<file path="config.mk">
export PLATFORM = sky130hd
export DESIGN_NAME = loopback_bist
export DESIGN_NICKNAME = d
export VERILOG_FILES = /design/src/rtl/loopback_bist.sv
export SDC_FILE = /design/constraint.sdc
export NUM_CORES = 1
export LEC_CHECK = 0
export ABC_CLOCK_PERIOD_IN_PS = 2300
export BUFFER_PORTS_ARGS = -buffer_cell sky130_fd_sc_hd__buf_4
export CORE_MARGIN = 8
export CORE_UTILIZATION = 49
export CTS_BUF_LIST = sky130_fd_sc_hd__clkbuf_8
export CTS_CLUSTER_SIZE = 40
export DETAILED_ROUTE_END_ITERATION = 8
export HOLD_SLACK_MARGIN = 0.12
export PLACE_DENSITY = 0.85
export SYNTH_ARGS = -nofsm -noshare
export SYNTH_HDL_FRONTEND = slang
export SYNTH_SLANG_ARGS = --single-unit
</file>
<file path="constraint.sdc">
create_clock -name clk -period 2.3 [get_ports clk]
set_input_delay 0.345 -clock clk [delete_from_list [all_inputs] [get_ports clk]]
set_output_delay 0.345 -clock clk [all_outputs]
set_load 0.05 [all_outputs]
</file>
<file path="src/rtl/loopback_bist.sv">
// rtl/loopback_bist.sv - pattern-generating BIST engine for the 8-bit loopback datapath
// Optional error injection: define LOOPBACK_BIST_ERR_INJECT_EN to add the inject input.
module loopback_bist #(
    parameter int LATENCY   = 1,
    parameter int CNT_WIDTH = 16
) (
    input  logic                 clk,
    input  logic                 reset,
    input  logic                 start,
    input  logic [1:0]           pattern_sel,
    input  logic [7:0]           burst_len,
`ifdef LOOPBACK_BIST_ERR_INJECT_EN
    input  logic                 inject,
`endif
    output logic [7:0]           gen_data,
    input  logic [7:0]           chk_data,
    output logic                 busy,
    output logic                 done,
    output logic                 pass,
    output logic [CNT_WIDTH-1:0] err_count,
    output logic [7:0]           first_err_idx
);

    typedef enum logic [1:0] {IDLE, RUN, DRAIN, DONE} state_t;

    state_t state, state_nxt;

    logic [7:0] len_q;
    logic [1:0] sel_q;
    logic [7:0] idx_q;
    logic [7:0] cmp_idx_q;
    logic [7:0] lfsr_q;
    logic [7:0] pat;
    logic [7:0] inj_mask;
    logic       exp_valid [LATENCY];
    logic [7:0] exp_data  [LATENCY];
    logic       start_ok;
    logic       upstream_valid;
    logic       tail_valid;
    logic       miscompare;

    assign start_ok   = start && (state == IDLE || state == DONE);
    assign tail_valid = exp_valid[LATENCY-1];
    assign miscompare = tail_valid && (chk_data != exp_data[LATENCY-1]);

`ifdef LOOPBACK_BIST_ERR_INJECT_EN
    assign inj_mask = {7'd0, inject};
`else
    assign inj_mask = 8'd0;
`endif

    always_comb begin
        pat = 8'd0;
        case (sel_q)
            2'b00:   pat = idx_q;
            2'b01:   pat = idx_q[0] ? 8'hAA : 8'h55;
            2'b10:   pat = 8'd1 << idx_q[2:0];
            default: pat = lfsr_q;
        endcase
    end

    // Any stage ahead of the tail still holding a word means DRAIN is not over.
    always_comb begin
        upstream_valid = 1'b0;
        for (int j = 0; j < LATENCY - 1; j++)
            upstream_valid = upstream_valid | exp_valid[j];
    end

    always_ff @(posedge clk) begin
        if (reset) state <= IDLE;
        else       state <= state_nxt;
    end

    always_comb begin
        state_nxt = state;
        case (state)
            IDLE, DONE: if (start) state_nxt = (burst_len == 8'd0) ? DONE : RUN;
            RUN:        if (idx_q == len_q - 8'd1) state_nxt = DRAIN;
            DRAIN:      if (!upstream_valid) state_nxt = DONE;
            default:    state_nxt = IDLE;
        endcase
    end

    always_comb begin
        busy     = (state == RUN) || (state == DRAIN);
        done     = (state == DONE);
        pass     = (state == DONE) && (err_count == '0);
        gen_data = (state == RUN) ? (pat ^ inj_mask) : 8'd0;
    end

    always_ff @(posedge clk) begin
        if (reset) begin
            len_q         <= 8'd0;
            sel_q         <= 2'b00;
            idx_q         <= 8'd0;
            cmp_idx_q     <= 8'd0;
            lfsr_q        <= 8'h01;
            err_count     <= '0;
            first_err_idx <= 8'd0;
            for (int j = 0; j < LATENCY; j++) begin
                exp_valid[j] <= 1'b0;
                exp_data[j]  <= 8'd0;
            end
        end else begin
            // Expected copy carries the clean pattern, never the injected bit.
            exp_valid[0] <= (state == RUN);
            exp_data[0]  <= pat;
            for (int j = 1; j < LATENCY; j++) begin
                exp_valid[j] <= exp_valid[j-1];
                exp_data[j]  <= exp_data[j-1];
            end
            if (start_ok) begin
                len_q         <= burst_len;
                sel_q         <= pattern_sel;
                idx_q         <= 8'd0;
                cmp_idx_q     <= 8'd0;
                lfsr_q        <= 8'h01;
                err_count     <= '0;
                first_err_idx <= 8'd0;
            end else begin
                if (state == RUN) begin
                    idx_q  <= idx_q + 8'd1;
                    lfsr_q <= {lfsr_q[6:0], lfsr_q[7] ^ lfsr_q[5] ^ lfsr_q[4] ^ lfsr_q[3]};
                end
                if (tail_valid) begin
                    cmp_idx_q <= cmp_idx_q + 8'd1;
                    if (miscompare) begin
                        if (err_count == '0)
                            first_err_idx <= cmp_idx_q;
                        if (err_count != {CNT_WIDTH{1'b1}})
                            err_count <= err_count + 1'b1;
                    end
                end
            end
        end
    end

endmodule

</file>
# Word level (Yosys, flattened, before mapping)
# Memories as Yosys holds them, arrays and structs flattened.
# Index checks and enable logic that the tools add are counted.
classes:
  addsub: 4
  eq_ne: 10
  n_shift: 1
  mux: 14
  bitwise: 3
  n_reduce_logical: 16
ops:
  columns: ["cell", "count"]
  rows:
  - ["$mux W8", 3]
  - ["$pmux W8 S3", 1]
  - ["$add A16 B1 Y16 const B", 1]
  - ["$add A8 B1 Y8 const B", 2]
  - ["$logic_not A16 Y1", 1]
  - ["$ne A16 B16 Y1 const B", 1]
  - ["$eq A8 B8 Y1", 1]
  - ["$logic_not A8 Y1", 1]
  - ["$ne A8 B8 Y1", 1]
  - ["$reduce_or A8 Y1", 1]
  - ["$shl A1 B3 Y8 const A", 1]
  - ["$sub A8 B1 Y8 const B", 1]
  - ["$eq A2 B2 Y1 const B", 3]
  - ["$mux W1", 6]
  - ["$mux W2", 3]
  - ["$pmux W2 S3", 1]
  - ["$reduce_and A3 Y1", 2]
  - ["$eq A2 B1 Y1 const B", 2]
  - ["$logic_not A2 Y1", 2]
  - ["$ne A2 B2 Y1 const B", 2]
  - ["$reduce_or A2 Y1", 2]
  - ["$logic_and A1 B1 Y1", 3]
  - ["$xor A1 B1 Y1", 3]
  - ["$logic_or A1 B1 Y1", 2]
  - ["2 further kinds", 2]
totals:
  reg_bits: 60
  mem_bits_rw: 9
  input_bits: 21
  out_inout_bits: 35
  elab_cells: 58
  n_memories: 2
memory_table:
  columns: ["name", "depth", "width", "rd", "rd_ports_with_merged_regs", "wr", "line_no", "source"]
  rows:
  - ["exp_data", 1, 8, 1, 0, 1, "36", "logic [7:0] exp_data [LATENCY];"]
  - ["exp_valid", 1, 1, 1, 0, 1, "35", "logic exp_valid [LATENCY];"]

# Depth between registers and ports, before layout
# Gate-level depths: netlist (run 1).
logic_depth:
  depth_word: 4
  ltp_mapped: 8
  ltp_nobuf: 8

# Least setup slack after synthesis (run 1)
# OpenSTA, ideal clock, no wires.
synth_path:
  kind: "flip-flop to output port"
  startpoint: "reg sel_q[0]"
  endpoint: "out gen_data[0]"
  arrival_time_ps: 2239
  required_time_ps: 1955
  setup_slack_ps: -284
  stages_incl_launch_ff: 6
  path_buffers: 2
  cell_sequence: "dfxtp_1 clkbuf_1 clkbuf_1 xor2_1 nor2_1 a211oi_1"
synth_between:
  elab_chain_cells: 3
  word_cells_on_any_way: 5
  classes_between: "2 x eq/ne; 2 x mux; 1 x reduce/logical"
synth_lines:
  columns: ["element", "line_no", "source"]
  rows:
  - ["start: declaration", "29", "logic [1:0] sel_q;"]
  - ["start signal: assignment", "114", "sel_q <= pattern_sel;"]
  - ["$eq A2 B2 Y1 (tied with other cells)", "54", "case (sel_q)"]
  - ["$pmux W8 S3 (*)", "54", null]
  - ["$mux W8 (*)", "88", "gen_data = (state == RUN) ? (pat ^ inj_mask) : 8'd0;"]
  - ["end: declaration", "15", "output logic [7:0] gen_data,"]
# Every way passes the cells marked *; elsewhere a longest branch is shown, timed or not.

# Final worst setup path (run 1)
layout_path:
  startpoint: "reg len_q[5]"
  endpoint: "reg state[1]"
layout_between:
  elab_chain_cells: 4
layout_lines:
  columns: ["element", "line_no", "source"]
  rows:
  - ["start: declaration", "28", "logic [7:0] len_q;"]
  - ["start signal: assignment", "113", "len_q <= burst_len;"]
  - ["$sub A8 B1 Y8", "78", "RUN: if (idx_q == len_q - 8'd1) state_nxt = DRAIN;"]
  - ["$eq A8 B8 Y1", "78", null]
  - ["$ne A2 B2 Y1 (no source line)", null, null]
  - ["$reduce_and A2 Y1 (no source line)", null, null]
  - ["end signal: assignment", "71", "else state <= state_nxt;"]
  - ["end: declaration", "26", "state_t state, state_nxt;"]
# No other way between the ends.
# A chain may end at the register's enable or synchronous reset.

==> results of run 1 <==
==> how the worst max path moves through the flow <==
| stage | start | endpoint | slack [ns] | cells past startpoint |
|---|---|---|---|---|
| final | len_q[5] | state[1] | -0.17 | 6 |
| after CTS | len_q[5] | state[1] | -0.15 | 6 |
| after detailed placement | len_q[5] | state[1] | -0.11 | 6 |
| after floorplan | sel_q[0] | gen_data[4] | -0.23 | 4 |
| after global routing | len_q[5] | state[1] | -0.25 | 6 |
| after global placement | len_q[5] | state[1] | -0.03 | 6 |
==> flip-flops by register name, indices dropped and copies added (netlist names) <==
signal and cells:
first_err_idx 8, err_count 16, sel_q 2, state 2
cmp_idx_q 8, idx_q 8, lfsr_q 8, len_q 8
exp_valid 1, exp_data 8
==> repair_timing <==
item / 4_1_cts / 5_1_grt
setup buffers: 1 / 4
gates resized for setup: 6 / 8
hold buffers: 0 / 0
endpoints found under the setup margin: 7 / 8
pin swaps: 2 / 0
==> cell usage in the layout (no fill, tap or decap), types with 9 or more instances in the layout <==
| master | count |
|---|---|
| clkbuf_8 | 10 |
| nor2_1 | 53 |
| mux2i_1 | 18 |
| dfxtp_1 | 63 |
| nand2_1 | 35 |
| a21oi_1 | 18 |
| ha_1 | 12 |
| inv_1 | 19 |
| nor3_1 | 9 |
| xnor2_1 | 40 |
| o21ai_0 | 10 |
| nand4_1 | 11 |
| buf_4 | 72 |
==> kinds of logic (layout without fill, tap and decap cells) <==
group | Yosys count | count (layout) | share of synthesized area
AO/OA/AOI/OAI | 49 | 49 | 0.0892
XOR/XNOR | 49 | 49 | 0.126
adder cells (fa/ha/maj) | 13 | 13 | 0.0469
buffers and inverters | 39 | 110 | 0.0505
flip-flops | 69 | 69 | 0.399
multiplexers | 20 | 20 | 0.0650
AND/OR/NAND/NOR | 156 | 156 | 0.224
==> metal layers <==
layer  up-vias  routed length, um  global-route usage
li1       1482                  -                   -
met1      1446               3610               0.202
met2        98               4060               0.281
met3        17                526              0.0408
met4         0                189              0.0942
met5         -                  0                   0
==> cell type report <==
cell class / count / area (um^2) / area share
clock buffers: 10 / 138 / 0.0319
multi-input cells: 287 / 1950 / 0.452
well taps: 96 / 120 / 0.0278
inverters: 19 / 71.3 / 0.0165
repair buffers: 75 / 583 / 0.135
clock inverters: 6 / 62.6 / 0.0145
flip-flops and latches: 69 / 1390 / 0.322
==> cells in the mapped netlist, types with 2 or more instances <==
master / instances
dfxtp_1: 69
nand2_1: 35
and2_1: 6
inv_1: 19
clkbuf_1: 13
o21ai_0: 10
a22oi_1: 4
a211oi_1: 8
a21oi_1: 19
nand3_1: 4
nor4b_1: 2
nor2b_1: 5
buf_1: 3
clkbuf_8: 2
or4_1: 5
nor4_1: 6
xor2_1: 8
ha_1: 13
and3_1: 2
mux4_2: 2
nand4_1: 11
or3_1: 3
or2_2: 2
xnor2_1: 40
mux2i_1: 18
and4_1: 4
nor3_1: 10
nor2_1: 55
==> metrics by stage <==
stage | setup slack (ns) | setup TNS [ns]
finish | -0.171 | -0.305
global route | -0.245 | -0.462
CTS | -0.152 | -0.192
detailed placement | -0.110 | -0.151
global placement | -0.0282 | -0.0410
floorplan | -0.230 | -0.465
==> power by group <==
part	leakage, nW	internal [mW]	switching [mW]	total [mW]
Sequential	0.562	1.32	0.125	1.44
Combinational	1.02	0.671	0.899	1.57
Clock	0.106	0.528	0.468	0.996
==> worst max-delay path, stage by stage, from the launching register on <==
cell	delay [ns]
dfxtp_2	0.33
or4_4	0.54
or4_4	0.51
xnor2_2	0.16
o41ai_2	0.42
a21oi_1	0.15
nor4b_2	0.27
==> key figures, run 1 <==
Outcome
  • Status: complete, but fails checks
  • Violated checks: setup timing

Floorplan
  • Die area: 10000 um^2
  • Initial core utilization: 0.507
  • Die height: 100 um
  • Row cnt: 30
  • Ports: 56
  • Chip width: 100 um
  • Core Box Area: 6830 um^2

Synthesis
  • Syn Inst Count: 395
  • Sequential element share of the synthesized area: 0.399
  • Synth top area share: 0.399
  • YS warnings: 0
  • Async SR Flop Fraction: 0
  • Yosys top cell by area: dfxtp_1
  • Synthesized area per cell: 8.77 um^2
  • Post-synthesis register bit count: 69
  • Post-synth EDFFs: 0
  • Post-Syn Nets: 429
  • Top post-synthesis cells by area: dfxtp_1 (40%), xnor2_1 (10%), nor2_1 (6.0%)
  • Synthesized cell area: 3470 um^2
  • Library cells used by synthesis: 45
  • Most used DFF post-synth: dfxtp_1

Clocking
  • CTS tree: done
  • Htree depth: 3
  • Clock sinks: 69
  • Worst-path clk slew: 0.07 ns
  • TritonCTS buffer count: 9
  • Root Driver: clkbuf_8
  • Maximum clock insertion buffer count: 2
  • Clock Latency Late Sink: 0.35 ns

Place
  • Placed instance count: 541
  • Area post-placement: 4040 um^2
  • HPWL Detailed: 6020 um
  • GPL Wtd Cong: 0.882
  • Port Buffers: 55

Global routing
  • Vias in the first global route: 2933
  • Largest net degree at the start of global routing: 37
  • First-pass GRT wire length: 13800 um
  • Gr usage total: 0.172
  • Total grt overflow: 0
  • Initial antenna violation count: 0

STA
  • Setup repair after global routing missed its margin: yes
  • Peak Freq: 405 MHz
  • Hold Fails Final Rpt: 0
  • Worst slew margin: 0.754
  • Slew Limit Fails: 0
  • Worst hold slack: 0.242 ns
  • Fin crit share: 1.07
  • Worst Max-Slew Pin Slew: 0.366 ns
  • Final setup vio count: 2
  • Minimum clock period: 2.47 ns
  • Worst clock skew: 0.00902 ns
  • Fin worst setup slack: -0.171 ns

Worst setup path
  • FF-to-FF path depth: 6
  • Crit. End Element: flip-flop
  • Reg-to-reg startpoint: len_q[5]
  • Critical Path AT: 2.72 ns
  • Critical path class: reg -> reg
  • Register-to-register setup slack: -0.17 ns
  • CP max FO: 3
  • Req. time, crit path: 2.55 ns
  • Terminus of the critical flop-to-flop path: state[1]
  • Startpoint class of the critical path: flip-flop

Power
  • Power Total: 4.01 mW
  • PwrDens: 928 nW/um^2
  • Peak VDD IR: 0.000609 V
  • LEAKAGE: 1.69 nW

Worst hold path
  • Worst hold endpoint: sel_q[0]
  • Worst min-delay path class: in -> reg
  • Hold Startpoint: pattern_sel[0]
  • Hold Path Stages: 3

Finish
  • Antenna Cells: 0
  • Final core occ: 0.632
  • Filler cells: 577
  • Share of post-route cells with drive strength above 1: 0.253
  • Post-route cell area: 4320 um^2
  • Nets: 495
  • Syn-to-layout area delta: 24.6%
  • Fin cells: 562

Detailed routing
  • Drt total wl: 8380 um
  • Via density: 5.41
  • Routed wire per std cell: 14.9 um
  • Starting DRT DRC Count: 146
  • Total number of vias: 3043
  • Remaining DRCs: 0
  • DR pass1 iterations: 4
  • Routed Antenna Nets: 0

Job
  • Max-cap violations: 0
Power figures use the tool's default switching activity.
==> inputs of run 2 (changes only) <==
--- a/config.mk
+++ b/config.mk
@@ -5,7 +5,7 @@
 export SDC_FILE = /design/constraint.sdc
 export NUM_CORES = 1
 export LEC_CHECK = 0
-export ABC_CLOCK_PERIOD_IN_PS = 2300
+export ABC_CLOCK_PERIOD_IN_PS = 2200
 export BUFFER_PORTS_ARGS = -buffer_cell sky130_fd_sc_hd__buf_4
 export CORE_MARGIN = 8
 export CORE_UTILIZATION = 49
==> constraint.sdc (replaced) <==
create_clock -name clk -period 2.2 [get_ports clk]
set_input_delay 0.33 -clock clk [delete_from_list [all_inputs] [get_ports clk]]
set_output_delay 0.33 -clock clk [all_outputs]
set_load 0.05 [all_outputs]
==> key figures, run 2 (synthesized netlist as in run 1, its figures left out) <==
Outcome
  • Status: complete, but fails checks
  • Violated checks: setup timing

Global routing
  • Gr usage total: 0.165
  • Largest net degree at the start of global routing: 39
  • Initial antenna violation count: 0
  • Vias in the first global route: 2861
  • First-pass GRT wire length: 13300 um
  • Total grt overflow: 0

Worst setup path
  • FF-to-FF path depth: 6
  • Req. time, crit path: 2.45 ns
  • Critical Path AT: 2.66 ns
  • Worst Path Buf+Inv: 0
  • CP dominant cell by count: or4_4
  • Cell-by-cell listing of the critical path: or4_4, or4_4, xnor2_2, o41ai_4, a21oi_1, a311oi_1
  • CP max FO: 3
  • CP max-delay cell: or4_4
  • Critical path class: reg -> reg
  • Startpoint class of the critical path: flip-flop
  • Crit path max-delay family: simple AND/OR/NAND/NOR gates
  • Max incr delay on CP: 0.53 ns
  • Crit. End Element: flip-flop
  • Cell count along the critical path: 6

Floorplan
  • Core Box Area: 6830 um^2
  • Die area: 10000 um^2
  • Chip width: 100 um
  • Row cnt: 30
  • Initial core utilization: 0.507
  • Ports: 56
  • Die height: 100 um

Place
  • HPWL Detailed: 6010 um
  • Area post-placement: 4040 um^2
  • Pre-CTS WS: -0.181 ns
  • GPL Wtd Cong: 0.899
  • Port Buffers: 55
  • Placed instance count: 540

Clocking
  • Post-CTS Hold Buffers: 0
  • CTS tree: done
  • Clock Latency Late Sink: 0.34 ns
  • Maximum clock insertion buffer count: 2
  • TritonCTS buffer count: 9
  • Worst-path clk slew: 0.08 ns
  • Root Driver: clkbuf_8
  • Clock sinks: 69
  • Htree depth: 3

Finish
  • Register Area: 1410 um^2
  • Final core occ: 0.645
  • Filler cells: 575
  • Share of post-route cells with drive strength above 1: 0.274
  • Post-route cell area: 4410 um^2
  • Nets: 492
  • Largest register FFs: 16
  • Most frequent cells in the layout: buf_4 (66), nor2_1 (55), dfxtp_1 (55)
  • Most flops, register: err_count
  • Area taken by multi-input logic gates: 2010 um^2
  • Syn-to-layout area delta: 27.1%
  • Antenna Cells: 0
  • Fin cells: 559
  • Leading cell type in the layout, fill and taps excluded: buf_4

STA
  • Worst clock skew: 0.00943 ns
  • Setup TNS: -0.420 ns
  • Minimum clock period: 2.41 ns
  • Worst slew margin: 0.698
  • Setup repair after global routing missed its margin: yes
  • Final setup vio count: 2
  • Worst Max-Slew Pin Slew: 0.449 ns
  • Slew Limit Fails: 0
  • Fin worst setup slack: -0.212 ns
  • Fin crit share: 1.10
  • Hold Fails Final Rpt: 0
  • Worst hold slack: 0.241 ns
  • Peak Freq: 415 MHz

Power
  • LEAKAGE: 1.70 nW
  • Power Total: 4.30 mW
  • PwrDens: 976 nW/um^2
  • Peak VDD IR: 0.000766 V

Detailed routing
  • Via density: 5.37
  • Routed wire per std cell: 15.1 um
  • Starting DRT DRC Count: 147
  • Total number of vias: 3000
  • DR pass1 iterations: 5
  • Drt total wl: 8450 um
  • Remaining DRCs: 0
  • Routed Antenna Nets: 0

Worst hold path
  • Hold Path Stages: 3
  • Worst min-delay path class: in -> reg

Job
  • Max-cap violations: 0
-- run 2: cell types whose count changed in the layout (fill, tap and decap cells not counted), moves of 3 or more --
cell / previous run / this run
dfxtp_1: 63 / 55
buf_4: 72 / 66
dfxtp_2: 5 / 11
ha_4: 0 / 3
-- run 2: timing repair --
item / 4_1_cts / 5_1_grt
endpoints found under the setup margin: 9 / 11
endpoints found under the hold margin: 0 / 0
pin swaps: 2 / 4
resized for setup: 11 / 19
buffers inserted: 1 / 2
gates cloned: 0 / 0
-- run 2: worst reg2reg max path, cell delays in order, from the launching register on --
cell	delay (ns)
dfxtp_2	0.33
or4_4	0.53
or4_4	0.52
xnor2_2	0.18
o41ai_4	0.39
a21oi_1	0.12
a311oi_1	0.26
-- run 2: where the power goes --
group | internal (mW) | total [mW] | switching, mW
clock | 0.642 | 1.13 | 0.489
sequential | 1.38 | 1.52 | 0.141
combinational | 0.689 | 1.65 | 0.959
total | 2.71 | 4.30 | 1.59
-- run 2: final timing paths --
kind	from	end	slack, ns
hold reg to reg	len_q[7]	len_q[7]	0.50
hold / removal	burst_len[4]	len_q[4]	0.24
setup reg to reg	len_q[5]	state[0]	-0.21
setup / recovery	len_q[5]	state[0]	-0.21
-- run 2: per-layer routing --
metal	up-vias	track usage	share of wire
met5	-	0	0
li1	1469	-	-
met1	1394	0.177	0.40
met4	0	0.0605	0.014
met3	17	0.0533	0.082
met2	120	0.293	0.51
-- run 2: area by class of cell --
type                    count  area share
flip-flops and latches     69       0.319
well taps                  96      0.0273
clock inverters             7      0.0216
inverters                  19      0.0162
clock buffers               9      0.0281
repair buffers             72       0.131
multi-input cells         287       0.456
==> inputs of run 3 (changes only) <==
--- a/config.mk
+++ b/config.mk
@@ -7,13 +7,15 @@
 export LEC_CHECK = 0
 export ABC_CLOCK_PERIOD_IN_PS = 2200
 export BUFFER_PORTS_ARGS = -buffer_cell sky130_fd_sc_hd__buf_4
+export CELL_PAD_IN_SITES_DETAIL_PLACEMENT = 1
+export CELL_PAD_IN_SITES_GLOBAL_PLACEMENT = 2
 export CORE_MARGIN = 8
-export CORE_UTILIZATION = 49
-export CTS_BUF_LIST = sky130_fd_sc_hd__clkbuf_8
+export CORE_UTILIZATION = 32
+export CTS_BUF_LIST = sky130_fd_sc_hd__clkbuf_2
 export CTS_CLUSTER_SIZE = 40
 export DETAILED_ROUTE_END_ITERATION = 8
 export HOLD_SLACK_MARGIN = 0.12
-export PLACE_DENSITY = 0.85
+export PLACE_DENSITY = 0.9
 export SYNTH_ARGS = -nofsm -noshare
 export SYNTH_HDL_FRONTEND = slang
 export SYNTH_SLANG_ARGS = --single-unit
==> key figures, run 3 (synthesized netlist as in run 1, its figures left out) <==
Clocking
  • Root Driver: clkbuf_2
  • Clock Latency Late Sink: 0.55 ns
  • Clock sinks: 69
  • Maximum clock insertion buffer count: 2
  • TritonCTS buffer count: 9
  • CTS tree: done
  • Htree depth: 3
  • Worst-path clk slew: 0.22 ns

Floorplan
  • Initial core utilization: 0.324
  • Die area: 14400 um^2
  • Row cnt: 38
  • Ports: 56
  • Chip width: 120 um
  • Core Box Area: 10700 um^2
  • Die height: 120 um

Detailed routing
  • Drt total wl: 12000 um
  • Starting DRT DRC Count: 169
  • Via density: 5.02
  • Total number of vias: 3311
  • DR pass1 iterations: 5
  • Routed wire per std cell: 18.2 um
  • Remaining DRCs: 0
  • Routed Antenna Nets: 0

Power
  • Net Sw Frac: 0.397
  • Seq pwr share: 0.313
  • Power Total: 4.80 mW
  • Int Power: 2.90 mW
  • LEAKAGE: 2.01 nW
  • Peak VDD IR: 0.000602 V
  • NetSw: 1.91 mW
  • PwrDens: 947 nW/um^2
  • Clk pwr share: 0.175
  • Logic pwr share: 0.512

Global routing
  • Initial antenna violation count: 0
  • First-pass GRT wire length: 18700 um
  • Gr usage total: 0.161
  • Vias in the first global route: 3619
  • Total grt overflow: 0
  • Largest net degree at the start of global routing: 27

STA
  • Minimum clock period: 2.46 ns
  • Worst clock skew: 0.0407 ns
  • Setup repair after global routing missed its margin: yes
  • Peak Freq: 407 MHz
  • Worst slew margin: 0.625
  • Fin crit share: 1.12
  • Fin worst setup slack: -0.258 ns
  • Hold Fails Final Rpt: 0
  • Slew Limit Fails: 0
  • Final setup vio count: 12
  • Worst Max-Slew Pin Slew: 0.557 ns

Worst setup path
  • Reg-to-reg startpoint: len_q[5]
  • Crit. End Element: output pin
  • Register-to-register setup slack: -0.26 ns
  • CP max FO: 3
  • Critical path class: reg -> out
  • FF-to-FF path depth: 6
  • Req. time, crit path: 1.87 ns
  • Startpoint class of the critical path: flip-flop
  • Terminus of the critical flop-to-flop path: state[1]
  • Critical Path AT: 2.13 ns

Finish
  • Antenna Cells: 0
  • Share of post-route cells with drive strength above 1: 0.376
  • Most flops, register: err_count
  • Nets: 548
  • Syn-to-layout area delta: 46.4%
  • Largest register FFs: 16
  • Leading cell type in the layout, fill and taps excluded: buf_4
  • Filler cells: 1237
  • Most frequent cells in the layout: buf_4 (96), dfxtp_1 (52), nor2_1 (50)
  • Fin cells: 659

Place
  • Port Buffers: 55
  • Pre-CTS WS: -0.229 ns
  • HPWL Detailed: 7450 um
  • Placed instance count: 590
  • GPL Wtd Cong: 0.822

Worst hold path
  • Hold Startpoint: start
  • Hold Path Stages: 4
  • Worst min-delay path class: in -> reg
  • Worst hold endpoint: state[0]

Job
  • Max-cap violations: 0

Outcome
  • Violated checks: setup timing
  • Status: complete, but fails checks
==> run 3: cell types whose count changed in the layout (fill, tap and decap cells not counted), moves of 3 or more <==
cell / change
dfxtp_1: -3
buf_4: +30
inv_1: -4
clkbuf_8: -9
dlygate4sd3_1: +19
ha_4: +4
ha_1: -4
nor2_1: -5
o21ai_2: +3
nor2_2: +5
a22oi_2: +3
a22oi_1: -3
clkbuf_2: +10
buf_6: +5
==> run 3: how the worst max path moves through the flow <==
| stage | endpoint | slack, ns | startpoint | cells past startpoint |
|---|---|---|---|---|
| floorplan | gen_data[4] | -0.31 | sel_q[0] | 4 |
| CTS | gen_data[7] | -0.24 | idx_q[1] | 5 |
| finish | gen_data[7] | -0.26 | idx_q[1] | 5 |
| global placement | state[1] | -0.14 | len_q[5] | 6 |
| global route | gen_data[6] | -0.31 | idx_q[2] | 6 |
| detailed placement | state[1] | -0.23 | len_q[5] | 6 |
==> run 3: worst max-delay path: stages, from the launching register on <==
cell and delay [ns]:
dfxtp_4 0.42, ha_4 0.18, ha_4 0.14, mux4_2 0.49, and2_4 0.19, buf_8 0.14
==> run 3: what timing repair did <==
item | in CTS | in global routing
gates resized for setup | 74 | 18
pin swaps | 15 | 5
hold endpoints to repair | 12 | 0
hold buffers | 19 | 0
setup endpoints to repair | 11 | 13
setup buffers | 30 | 4
==> run 3: power by group through the flow <==
stage | sequential, mW | combinational (mW) | clock (mW)
final | 1.51 | 2.46 | 0.839
after global routing | 1.52 | 2.61 | 0.919
after CTS | 1.50 | 2.15 | 0.857
after floorplan | 1.50 | 1.18 | 0
after detailed placement | 1.52 | 1.62 | 0
after global placement | 1.51 | 1.57 | 0
==> run 3: layout make-up <==
class / count / area (um^2) / share of cell area
Multi-Input combinational cell: 287 / 2190 / 0.432
Sequential cell: 69 / 1410 / 0.278
Timing Repair Buffer: 128 / 1080 / 0.213
Tap cell: 140 / 175 / 0.0345
Inverter: 19 / 86.3 / 0.0170
Clock inverter: 6 / 77.6 / 0.0153
Clock buffer: 10 / 50.0 / 0.00986
==> run 3: through the flow <==
stage	setup TNS [ns]	hold WS [ns]	instance area [um^2]	util
after floorplan	-0.757	0.402	3500	-
after global placement	-0.207	0.467	4130	0.386
after detailed placement	-0.385	0.475	4130	0.386
after CTS	-1.49	0.208	4940	0.462
after global routing	-2.55	0.271	5070	0.474
final	-1.70	0.270	5070	0.474
==> run 3: routing by layer <==
metal | routed length (um) | track usage | vias to the layer above
li1 | - | - | 1588
met1 | 4940 | 0.177 | 1609
met2 | 6190 | 0.288 | 81
met3 | 528 | 0.0376 | 33
met4 | 343 | 0.0734 | 0
met5 | 0 | 0 | -
